**src/rtl/pipe_ctrl.sv**
```systemverilog
// pipe_ctrl -- pipeline sequencing controller for the dOrv32 core.
//
// Merges redirect requests (EX-stage jump, trap) and stall sources
// (load-use hazard, multi-cycle mul/div, LSU wait) into per-stage
// stall/flush controls. A accepted redirect is issued as a registered
// one-cycle PC load strobe, followed by a FLUSH_CYCLES-long window in
// which ID is bubbled while fetch refills.
//
// Parameters:
//   FLUSH_CYCLES  cycles ID is bubbled after a redirect (>= 1)
//   RESET_VEC     fetch address issued on boot
//
// Ports:
//   clk, rst           clock; asynchronous active-low reset
//   jflag_in/jaddr_in  EX-stage taken jump/branch and its target
//   trap_req/trap_vec  trap request (level, held until trap_ack) and target
//   lu_hazard          load-use hazard detected in ID
//   md_busy            mul/div occupying EX
//   lsu_ready          LSU idle/accepting (0 = outstanding access)
//   trap_ack           trap accepted this cycle (combinational)
//   redirect_valid     PC load strobe (registered, single-cycle pulse)
//   redirect_addr      PC load value (registered, holds last value)
//   stall_if/id/ex     hold stage register
//   flush_id/ex        insert bubble into stage
//   hold_out           core hold: in reset, fetch stalled, or not in RUN
module pipe_ctrl #(
  parameter int unsigned FLUSH_CYCLES = 2,
  parameter logic [31:0] RESET_VEC    = 32'h0000_0000
) (
  input  logic        clk,
  input  logic        rst,
  input  logic        jflag_in,
  input  logic [31:0] jaddr_in,
  input  logic        trap_req,
  input  logic [31:0] trap_vec,
  input  logic        lu_hazard,
  input  logic        md_busy,
  input  logic        lsu_ready,
  output logic        trap_ack,
  output logic        redirect_valid,
  output logic [31:0] redirect_addr,
  output logic        stall_if,
  output logic        stall_id,
  output logic        stall_ex,
  output logic        flush_id,
  output logic        flush_ex,
  output logic        hold_out
);

  localparam int CW = $clog2(FLUSH_CYCLES + 1);

  typedef enum logic [1:0] {
    BOOT  = 2'd0,
    RUN   = 2'd1,
    DRAIN = 2'd2,
    FLUSH = 2'd3
  } state_t;

  state_t          state_q, state_d;
  logic [CW-1:0]   cnt_q, cnt_d;
  logic            redirect_valid_q, redirect_valid_d;
  logic [31:0]     redirect_addr_q, redirect_addr_d;

  // Redirect request raised by any state; the common tail of the
  // next-state logic turns it into the strobe, target and flush window.
  logic            load_redir;
  logic [31:0]     load_addr;

  always_comb begin
    state_d          = state_q;
    cnt_d            = cnt_q;
    redirect_valid_d = 1'b0;
    redirect_addr_d  = redirect_addr_q;
    load_redir       = 1'b0;
    load_addr        = redirect_addr_q;
    trap_ack         = 1'b0;
    stall_if         = 1'b0;
    stall_id         = 1'b0;
    stall_ex         = 1'b0;
    flush_id         = 1'b0;
    flush_ex         = 1'b0;

    unique case (state_q)
      BOOT: begin
        stall_if   = 1'b1;
        stall_id   = 1'b1;
        stall_ex   = 1'b1;
        flush_id   = 1'b1;
        flush_ex   = 1'b1;
        load_redir = 1'b1;
        load_addr  = RESET_VEC;
      end

      RUN: begin
        if (trap_req && lsu_ready) begin
          // Trap beats a simultaneous jump; the instruction in EX is killed.
          trap_ack   = 1'b1;
          flush_id   = 1'b1;
          flush_ex   = 1'b1;
          stall_if   = 1'b1;
          load_redir = 1'b1;
          load_addr  = trap_vec;
        end else if (trap_req) begin
          // Outstanding memory access must complete before the trap is taken.
          stall_if = 1'b1;
          stall_id = 1'b1;
          stall_ex = 1'b1;
          state_d  = DRAIN;
        end else if (jflag_in && !md_busy && lsu_ready) begin
          // The jumping instruction itself proceeds, so EX is not flushed.
          flush_id   = 1'b1;
          stall_if   = 1'b1;
          load_redir = 1'b1;
          load_addr  = jaddr_in;
        end else if (md_busy || !lsu_ready) begin
          // Full EX stall; a pending jump will be re-presented once EX frees.
          stall_if = 1'b1;
          stall_id = 1'b1;
          stall_ex = 1'b1;
        end else if (lu_hazard) begin
          stall_if = 1'b1;
          stall_id = 1'b1;
          flush_ex = 1'b1;
        end
      end

      DRAIN: begin
        if (!trap_req) begin
          stall_if = 1'b1;
          stall_id = 1'b1;
          stall_ex = 1'b1;
          state_d  = RUN;
        end else if (lsu_ready) begin
          trap_ack   = 1'b1;
          flush_id   = 1'b1;
          flush_ex   = 1'b1;
          stall_if   = 1'b1;
          load_redir = 1'b1;
          load_addr  = trap_vec;
        end else begin
          stall_if = 1'b1;
          stall_id = 1'b1;
          stall_ex = 1'b1;
        end
      end

      FLUSH: begin
        // Everything arriving here is wrong-path; jumps are ignored and
        // traps wait until RUN.
        flush_id = 1'b1;
        cnt_d    = cnt_q - CW'(1);
        if (cnt_q <= CW'(1)) begin
          state_d = RUN;
        end
      end

      default: begin
        state_d = BOOT;
      end
    endcase

    if (load_redir) begin
      redirect_valid_d = 1'b1;
      redirect_addr_d  = load_addr;
      cnt_d            = CW'(FLUSH_CYCLES);
      state_d          = FLUSH;
    end
  end

  always_ff @(posedge clk or negedge rst) begin
    if (!rst) begin
      state_q          <= BOOT;
      cnt_q            <= '0;
      redirect_valid_q <= 1'b0;
      redirect_addr_q  <= RESET_VEC;
    end else begin
      state_q          <= state_d;
      cnt_q            <= cnt_d;
      redirect_valid_q <= redirect_valid_d;
      redirect_addr_q  <= redirect_addr_d;
    end
  end

  assign redirect_valid = redirect_valid_q;
  assign redirect_addr  = redirect_addr_q;
  assign hold_out       = !rst || stall_if || (state_q != RUN);

endmodule

```
**config.mk**
```make
export PLATFORM = sky130hd
export DESIGN_NAME = pipe_ctrl
export DESIGN_NICKNAME = d
export VERILOG_FILES = /design/src/rtl/pipe_ctrl.sv
export SDC_FILE = /design/constraint.sdc
export NUM_CORES = 1
export LEC_CHECK = 0
export CORE_ASPECT_RATIO = 2
export CORE_MARGIN = 8
export CORE_UTILIZATION = 30
export DETAILED_ROUTE_END_ITERATION = 8
export SYNTH_ARGS = -nofsm -noshare
export SYNTH_HDL_FRONTEND = slang
export SYNTH_SLANG_ARGS = --single-unit
```
**constraint.sdc**
```tcl
create_clock -name clk -period 3 [get_ports clk]
set_input_delay 0.6 -clock clk [delete_from_list [all_inputs] [get_ports clk]]
set_output_delay 0.6 -clock clk [all_outputs]
set_load 0.05 [all_outputs]
```
# Yosys cells after proc, flatten, opt, wreduce, memory -nomap -nowiden
# Cells that the tools add are included.
# W data, S select, Z words.
[classes]
addsub = 1
order_cmp = 1
n_eq_ne = 12
muxes = 46
n_reduce_logical = 17
[op_table]
columns = ["operator", "count"]
rows = [
  ["$mux W32", 5],
  ["$pmux W32 S3", 1],
  ["$mux W1", 25],
  ["$ne A3 B3 Y1 const B", 6],
  ["$pmux W1 S3", 5],
  ["$mux W2", 7],
  ["$pmux W2 S3", 1],
  ["$reduce_and A6 Y1", 1],
  ["$reduce_and A5 Y1", 1],
  ["$eq A2 B2 Y1 const B", 2],
  ["$ne A2 B2 Y1 const B", 2],
  ["$pmux W1 S2", 2],
  ["$reduce_bool A4 Y1", 1],
  ["$reduce_or A2 Y1", 2],
  ["$logic_and A1 B1 Y1", 3],
  ["$logic_not A1 Y1", 3],
  ["$logic_or A1 B1 Y1", 3],
  ["$reduce_bool A3 Y1", 1],
  ["$eq A2 B1 Y1 const B", 1],
  ["$le A2 B1 Y1 const B", 1],
  ["$logic_not A2 Y1", 1],
  ["$ne A2 B1 Y1 const B", 1],
  ["$reduce_bool A2 Y1", 1],
  ["$sub A2 B1 Y2 const B", 1],
]
[totals]
register_bits = 37
in_bits = 71
out_inout_bits = 40
word_cells = 81

# Depth between registers and ports, before layout
# Gate-level depths: netlist of run 1.
[depth]
ltp_word = 9
depth_mapped = 8
mapped_depth_nobuf = 6

# Least setup slack after synthesis of run 1
# No wires, ideal clock.
[synth_path]
kind = "register to output"
start = "register state_q[0]"
end = "output port flush_id"
arrival_time_ns = 2.264
required_time_ns = 2.400
slack_ns = 0.136
stages_incl_launch_ff = 7
path_buffers = 1
path_cell_list = "dfrtp_1 > inv_1 > ha_1 > clkinv_1 > clkbuf_1 > a31oi_1 > o21ai_0"
[synth_via]
elab_chain_cells = 3
elab_cells_between_ends = 6
cone_classes = "eq/ne: 3; mux: 1; reduce/logical: 2"
[synth_rtl]
columns = ["element", "line", "source"]
rows = [
  ["from (decl)", "59", "state_t state_q, state_d;"],
  ["from (signal assigned)", "177", "state_q <= state_d;"],
  ["$eq A2 B2 Y1 or $logic_not A2 Y1 (tied branches)", "83", "unique case (state_q)"],
  ["$reduce_or A2 Y1 (no source line)", "--", ""],
  ["$pmux W1 S3 *", "83", ""],
  ["to (decl)", "45", "output logic flush_id,"],
]
# Mark *: on every way between the ends. The rest lies on a longest branch, timed or not.

# Worst setup path in the final report of run 1
[layout_path]
start = "input port lsu_ready"
end = "output port hold_out"
[layout_via]
elab_chain_cells = 9
elab_cells_between_ends = 11
cone_classes = "mux: 5; reduce/logical: 6"
[layout_rtl]
columns = ["element", "line", "source"]
rows = [
  ["from (decl)", "38", "input logic lsu_ready,"],
  ["$logic_not A1 Y1", "115", "end else if (md_busy || !lsu_ready) begin"],
  ["$logic_or A1 B1 Y1", "115", ""],
  ["$mux W1", "115", ""],
  ["$mux W1", "109", "end else if (jflag_in && !md_busy && lsu_ready) begin"],
  ["$mux W1", "103", "end else if (trap_req) begin"],
  ["$mux W1 *", "95", "if (trap_req && lsu_ready) begin"],
  ["$pmux W1 S2 *", "83", ""],
  ["$logic_or A1 B1 Y1 * (2 in series)", "186", "assign hold_out = !rst || stall_if || (state_q != RUN);"],
  ["to (decl)", "47", "output logic hold_out"],
]
# Marks and branches as above.

==> out/qor.yml, run 1 <==
final_layout:
  area_overhead_vs_synth_pct: 64.8
  post_route_cells_drive_above_1_share_pct: 17.2
  final_common_cell: "sky130_fd_sc_hd__clkdlybuf4s50_1"
  num_antenna_cells: 0
  final_cell_mix: "sky130_fd_sc_hd__clkdlybuf4s50_1 (102), sky130_fd_sc_hd__nor2_1 (38), sky130_fd_sc_hd__dfrtp_1 (37)"
  nFillCells: 693
  design.final.nets: 390
worst_setup_path:
  worstPathRequired_ps: 2400
  max_stage_delay_ps: 710
  reg2reg_slack_ps: 610
  critical_path_peak_fanout: 11
  r2r-start: "state_q[1]$_DFFE_PN0P_"
  worst_reg_to_reg_path_cell_count: 7
  worst_ep_arrival_time_ps: 2200
  crit-reg2reg-capture: "redirect_addr[16]$_DFFE_PN0P_"
  cp_cell_sequence: "clkdlybuf4s50_1 > nand2b_1 > o41ai_1 > a21oi_1 > nand3b_1 > buf_4"
  end_kind: "output port"
  worst_path_max_delay_cell: "sky130_fd_sc_hd__clkdlybuf4s50_1"
  critical_path.startpoint_type: "primary input"
  setup.worst_path.class: "primary input to output port"
drt:
  detailed_route_drc_error_count: 0
  wl_um: 7020
  antenna_left: 0
  vias: 2011
  detail_route.first_pass.iterations: 4
  viasPerCell: 4.98
  wl_per_cell_um: 17.4
  dr.first_iter.drc_count: 52
power_and_ir_drop:
  irDropWorstVdd_mv: 0.598
  power.combinational.fraction_pct: 65.3
  p_sw_w: 0.00190
  clock_power_share_pct: 14.7
  intPower_w: 0.00205
  pwr-share-seq_pct: 20.0
  swShare_pct: 48.1
  leakage_nw: 1.49
  powerDensity_nw_per_um2: 1120
sta:
  hold_viol: 0
  slew_violations: 0
  timing.final.setup_violations: 0
  grt_setup_unrepaired: "no"
  finalHoldWorstSlack_ps: 413
  totalNegativeSetupSlack_ps: 0
  fin_crit_sh_pct: 93.4
  max_clock_freq_ghz: 0.357
  min_period_ps: 2800
  worst_slew_margin_rel_pct: 52.4
  final_setup_skew_ps: 4.04
  timing_worst_slew_pin_value_ps: 713
placement:
  count_of_port_buffers_added_during_placement: 110
  place_hpwl_um: 5430
  finalWeightedCongestion: 0.818
logic_synthesis:
  synth_top_area_share_pct: 43.5
  synth.area.top_cells: "sky130_fd_sc_hd__dfrtp_1 (44%), sky130_fd_sc_hd__mux2_2 (15%), sky130_fd_sc_hd__a22oi_1 (11%)"
  synth_top_area_cell: "sky130_fd_sc_hd__dfrtp_1"
  synth_enable_flop_cells: 0
  synthArstFlopShare_pct: 100
  synthDistinctLibCells: 34
  synth_seq_area_share_pct: 43.5
  syn_avg_cell_area_um2: 10.3
  postSynthNetCount: 282
  netlist_area_um2: 2130
  yosysWarningCount: 0
  post_synth_inst_count: 206
  postSynth.topFlopCell: "sky130_fd_sc_hd__dfrtp_1"
  synth.ff_latch_count: 37
cts:
  clkTransAtPathRegs_ps: 50
  postCtsResizedCells: 0
  cts-root-to-sink-buffers: 2
  cts_hold_buffers: 0
  cts_root_buffer: "sky130_fd_sc_hd__clkbuf_16"
  tritoncts.num_buffers: 5
  cts.repair_timing.setup_buffer_count: 0
  tritoncts: "done"
  clock_tree.htree_level_count: 2
  clk_latency_ps: 280
  clkSinkCount: 37
floorplan:
  fp.dieW_um: 75.6
  row_count: 43
  coreArea_um2: 6890
  floorplan.die.height_um: 135
  number_of_i_o_pins: 111
  die_area_um2: 10200
  initial_core_util_pct: 30.9
global_route:
  grt_pass1_wl_um: 11100
  antenna_found_initial: 0
  global_route.overflow_total: 0
  track_usage_pct: 14.3
  grt_max_degree: 38
  grt_pass1_vias: 2213
status:
  outcome: "finished, final reports clean"
flow_run:
  drv.max_cap_violation_count: 0
hold_path:
  worstHoldPathType: "primary input to asynchronous set/reset pin"
-- through the flow --
stage	total power, W	area, um^2	worst slack [ps]	utilization (%)	instances
finish	0.00394	3510	199	50.9	404
global placement	0.00339	3350	247	48.6	397
CTS	0.00400	3510	193	50.9	404
floorplan	0.00250	2130	136	-	206
global route	0.00419	3510	27.6	50.9	404
detailed placement	0.00341	3350	180	48.6	397
-- layer usage --
layer	global-route usage (%)	part of all wire (%)	vias to the layer above	routed length, um
met3	3.64	6.9	7	481
li1	-	-	961	-
met4	5.28	1.4	0	100
met5	0	0	-	0
met1	13.7	33	975	2340
met2	27.1	58	68	4100
-- synthesized netlist by cell type (2+ instances only) --
| cell | n |
|---|---|
| sky130_fd_sc_hd__o211ai_1 | 3 |
| sky130_fd_sc_hd__buf_4 | 2 |
| sky130_fd_sc_hd__mux2_1 | 4 |
| sky130_fd_sc_hd__nor2b_1 | 2 |
| sky130_fd_sc_hd__nand4b_1 | 2 |
| sky130_fd_sc_hd__mux2_2 | 28 |
| sky130_fd_sc_hd__o21ai_0 | 3 |
| sky130_fd_sc_hd__nand2b_1 | 2 |
| sky130_fd_sc_hd__dfrtp_1 | 37 |
| sky130_fd_sc_hd__a31oi_1 | 5 |
| sky130_fd_sc_hd__mux2i_1 | 2 |
| sky130_fd_sc_hd__nand2_1 | 2 |
| sky130_fd_sc_hd__inv_1 | 7 |
| sky130_fd_sc_hd__clkbuf_1 | 10 |
| sky130_fd_sc_hd__buf_6 | 3 |
| sky130_fd_sc_hd__ha_1 | 5 |
| sky130_fd_sc_hd__a22oi_1 | 32 |
| sky130_fd_sc_hd__nor2_1 | 38 |
| sky130_fd_sc_hd__a21oi_1 | 4 |
-- how the worst max path moves through the flow --
stage                           startpoint                            end  slack (ps)  depth (start not counted)
floorplan           state_q[0]$_DFFE_PN0P_                       flush_id         140                          6
global placement                 lsu_ready  redirect_addr[22]$_DFFE_PN0P_         250                          6
detailed placement               lsu_ready  redirect_addr[25]$_DFFE_PN0P_         180                          6
CTS                              lsu_ready                       stall_id         190                          6
global route                     lsu_ready                       stall_id          30                          6
finish                           lsu_ready                       hold_out         200                          6
-- sequential cells by signal (all words and copies together), names as in the netlist --
signal	count
redirect_addr	32
redirect_valid	1
state_q	2
cnt_q	2
-- layout make-up --
type                       instances  area, um^2  share of cell area, %
timing repair buffer             117        1190                   34.0
sequential                        37         926                   26.4
tap                               90         113                   3.21
inverter                           8        30.0                  0.856
multi-input combinational        145        1080                   30.9
clock buffer                       5         125                   3.57
clock inverter                     2        35.0                  0.999
-- power groups by stage --
stage	Clock, W	Sequential (W)	Combinational [W]
floorplan	0	0.00136	0.00114
global placement	0	0.000794	0.00260
detailed placement	0	0.000799	0.00261
CTS	0.000593	0.000792	0.00262
global route	0.000616	0.000816	0.00275
finish	0.000579	0.000789	0.00257
-- cells by family after synthesis --
| family | share of synthesized area, % |
|---|---|
| buffers and inverters | 5.70 |
| and+or+nand+nor | 10.9 |
| muxes | 17.9 |
| adders and majority gates | 2.94 |
| AOI/OAI and AO/OA | 19.0 |
| DFF | 43.5 |
-- worst max-delay path: cells and delay by family --
kind | cells | cell delay, ps
AND/OR/NAND/NOR | 2 | 320
AO/OA/AOI/OAI | 2 | 360
buffers and inverters | 2 | 920
No activity file was read; power rests on OpenSTA's default activity.
==> run 2: changes to the inputs <==
--- a/config.mk
+++ b/config.mk
@@ -9,6 +9,7 @@
 export CORE_MARGIN = 8
 export CORE_UTILIZATION = 30
 export DETAILED_ROUTE_END_ITERATION = 8
+export GPL_ROUTABILITY_DRIVEN = 1
 export SYNTH_ARGS = -nofsm -noshare
 export SYNTH_HDL_FRONTEND = slang
 export SYNTH_SLANG_ARGS = --single-unit
==> results of run 2 <==
Same layout as run 1: the final DEF is identical, and so are final timing and power.
==> run 3: changes to the inputs <==
--- a/config.mk
+++ b/config.mk
@@ -10,6 +10,7 @@
 export CORE_UTILIZATION = 30
 export DETAILED_ROUTE_END_ITERATION = 8
 export GPL_ROUTABILITY_DRIVEN = 1
+export SETUP_SLACK_MARGIN = 0.02
 export SYNTH_ARGS = -nofsm -noshare
 export SYNTH_HDL_FRONTEND = slang
 export SYNTH_SLANG_ARGS = --single-unit
==> constraint.sdc (replaced) <==
create_clock -name clk -period 3 [get_ports clk]
set_input_delay 0.3 -clock clk [delete_from_list [all_inputs] [get_ports clk]]
set_output_delay 0.3 -clock clk [all_outputs]
set_load 0.05 [all_outputs]
==> run 3 against run 2 <==
Against the previous run: maximum frequency grew 2.6%; final cell count shrank 0.25%; critical endpoint is now stall_id; clock power shrank 0.9%; routed wire length shrank 1.5%.
==> out/qor.yml, run 3 (synthesis results as in run 1) <==
status:
  outcome: "finished, final reports clean"  # unchanged
power_and_ir_drop:
  leakage_nw: 1.47  # was 1.49 nW
  pwr-share-seq_pct: 20.4  # was 20.0%
  intPower_w: 0.00199  # was 0.00205 W
  irDropWorstVdd_mv: 0.573  # was 0.598 mV
  power.combinational.fraction_pct: 64.7  # was 65.3%
  p_sw_w: 0.00187  # was 0.00190 W
  swShare_pct: 48.5  # was 48.1%
  powerDensity_nw_per_um2: 1120  # about the same
  clock_power_share_pct: 14.9  # was 14.7%
  design_power_total_w: 0.00387  # was 0.00394 W
sta:
  min_period_ps: 2730  # was 2800 ps
  hold_viol: 0  # unchanged
  max_clock_freq_ghz: 0.366  # was 0.357 GHz
  totalNegativeSetupSlack_ps: 0  # unchanged
  timing.final.setup_violations: 0  # unchanged
  grt_setup_unrepaired: "no"  # unchanged
  fin_crit_sh_pct: 91.0  # was 93.4%
  slew_violations: 0  # unchanged
  worst_slew_margin_rel_pct: 52.2  # was 52.4%
  timing_worst_slew_pin_value_ps: 717  # was 713 ps
  final_setup_skew_ps: 2.94  # was 4.04 ps
worst_setup_path:
  worstPathRequired_ps: 2700  # was 2400 ps
  critical_path.startpoint_type: "flip-flop"  # was primary input
  setup.worst_path.class: "flip-flop to output port"  # was primary input to output port
  reg2reg_slack_ps: 530  # was 610 ps
  end_kind: "output port"  # unchanged
  critical_path_peak_fanout: 12  # was 11
  worst_reg_to_reg_path_cell_count: 7  # unchanged
  worst_ep_arrival_time_ps: 2430  # was 2200 ps
drt:
  detail_route.first_pass.iterations: 4  # unchanged
  detailed_route_drc_error_count: 0  # unchanged
  vias: 2020  # was 2011
  wl_per_cell_um: 17.2  # was 17.4 um
  viasPerCell: 5.01  # was 4.98
  dr.first_iter.drc_count: 82  # was 52
  wl_um: 6920  # was 7020 um
  antenna_left: 0  # unchanged
final_layout:
  design.final.nets: 389  # was 390
  area_overhead_vs_synth_pct: 62.4  # was 64.8%
  final_cell_mix: "sky130_fd_sc_hd__clkdlybuf4s50_1 (105), sky130_fd_sc_hd__nor2_1 (38), sky130_fd_sc_hd__dfrtp_1 (37)"  # was sky130_fd_sc_hd__clkdlybuf4s50_1 (102), sky130_fd_sc_hd__nor2_1 (38), sky130_fd_sc_hd__dfrtp_1 (37)
  final_common_cell: "sky130_fd_sc_hd__clkdlybuf4s50_1"  # unchanged
  num_antenna_cells: 0  # unchanged
  layout_utilization_pct: 50.2  # was 50.9%
  nFillCells: 693  # unchanged
  post_route_cells_drive_above_1_share_pct: 16.0  # was 17.2%
  number_of_flip_flops_under_the_largest_register_name: 32  # unchanged
  post_layout_nonfiller_instances: 403  # was 404
placement:
  finalWeightedCongestion: 0.758  # was 0.818
  count_of_port_buffers_added_during_placement: 110  # unchanged
  place_inst: 396  # was 397
  place_hpwl_um: 5330  # was 5430 um
cts:
  cts_root_buffer: "sky130_fd_sc_hd__clkbuf_16"  # unchanged
  clkTransAtPathRegs_ps: 50  # about the same
  clk_latency_ps: 280  # about the same
  clkSinkCount: 37  # unchanged
  cts.repair_timing.setup_buffer_count: 0  # unchanged
  cts-root-to-sink-buffers: 2  # unchanged
  tritoncts.num_buffers: 5  # unchanged
  cts_hold_buffers: 0  # unchanged
  postCtsResizedCells: 0  # unchanged
  tritoncts: "done"  # unchanged
  clock_tree.htree_level_count: 2  # unchanged
flow_run:
  drv.max_cap_violation_count: 0  # unchanged
global_route:
  track_usage_pct: 13.9  # was 14.3%
  antenna_found_initial: 0  # unchanged
  grt_pass1_wl_um: 10700  # was 11100 um
  grt_pass1_vias: 2132  # was 2213
  grt_max_degree: 38  # unchanged
  global_route.overflow_total: 0  # unchanged
floorplan:
  initial_core_util_pct: 30.9  # unchanged
  row_count: 43  # unchanged
  die_area_um2: 10200  # unchanged
  fp.dieW_um: 75.6  # unchanged
  coreArea_um2: 6890  # unchanged
  number_of_i_o_pins: 111  # unchanged
  floorplan.die.height_um: 135  # unchanged
hold_path:
  worstHoldPathType: "primary input to asynchronous set/reset pin"  # unchanged
==> run 3: cell type report <==
class | instances | area (um^2) | area share (%)
clock inverter | 2 | 35.0 | 1.01
timing repair buffer | 116 | 1140 | 33.1
multi-input combinational | 145 | 1080 | 31.4
inverter | 8 | 30.0 | 0.869
sequential | 37 | 926 | 26.8
tap | 90 | 113 | 3.26
clock buffer | 5 | 125 | 3.62
==> run 3: power groups by stage <==
stage                     combinational, W  sequential [W]  clock (W)
after floorplan                    0.00114         0.00136          0
after detailed placement           0.00254        0.000799          0
after global routing               0.00269        0.000813   0.000614
final                              0.00250        0.000790   0.000574
after CTS                          0.00255        0.000791   0.000600
after global placement             0.00253        0.000790          0
==> run 3: critical path: stages (launching register included) <==
cell                              delay (ps)
sky130_fd_sc_hd__dfrtp_1                 420
sky130_fd_sc_hd__inv_1                   100
sky130_fd_sc_hd__ha_1                    360
sky130_fd_sc_hd__a21boi_0                200
sky130_fd_sc_hd__o21ai_0                  90
sky130_fd_sc_hd__a21oi_1                 160
sky130_fd_sc_hd__clkdlybuf4s50_1         820
==> run 3: path summary, 6_finish.rpt <==
kind,startpoint,endpoint
worst max-delay path,state_q[1]$_DFFE_PN0P_,stall_id
worst min-delay path,rst,redirect_valid$_DFF_PN0_
worst max register to register,state_q[1]$_DFFE_PN0P_,redirect_addr[3]$_DFFE_PN0P_
worst min register to register,redirect_addr[20]$_DFFE_PN0P_,redirect_addr[20]$_DFFE_PN0P_
max in group asynchronous,rst,redirect_addr[2]$_DFFE_PN0P_
min in group clk,redirect_addr[20]$_DFFE_PN0P_,redirect_addr[20]$_DFFE_PN0P_
==> run 3: metrics by stage <==
step | setup WS (ps) | hold WS [ps] | area, um^2
5_1_grt | 128 | 157 | 3460
3_5_place_dp | 338 | 439 | 3300
2_1_floorplan | 436 | 4.41 | 2130
6_report | 269 | 119 | 3460
4_1_cts | 277 | 148 | 3460
3_3_place_gp | 364 | 446 | 3300
==> run 3: per-layer routing <==
layer	track usage (%)	share of wire, %
met3	3.57	6.1
met5	0	0
met2	25.8	57
met1	12.9	34
met4	7.54	3.2
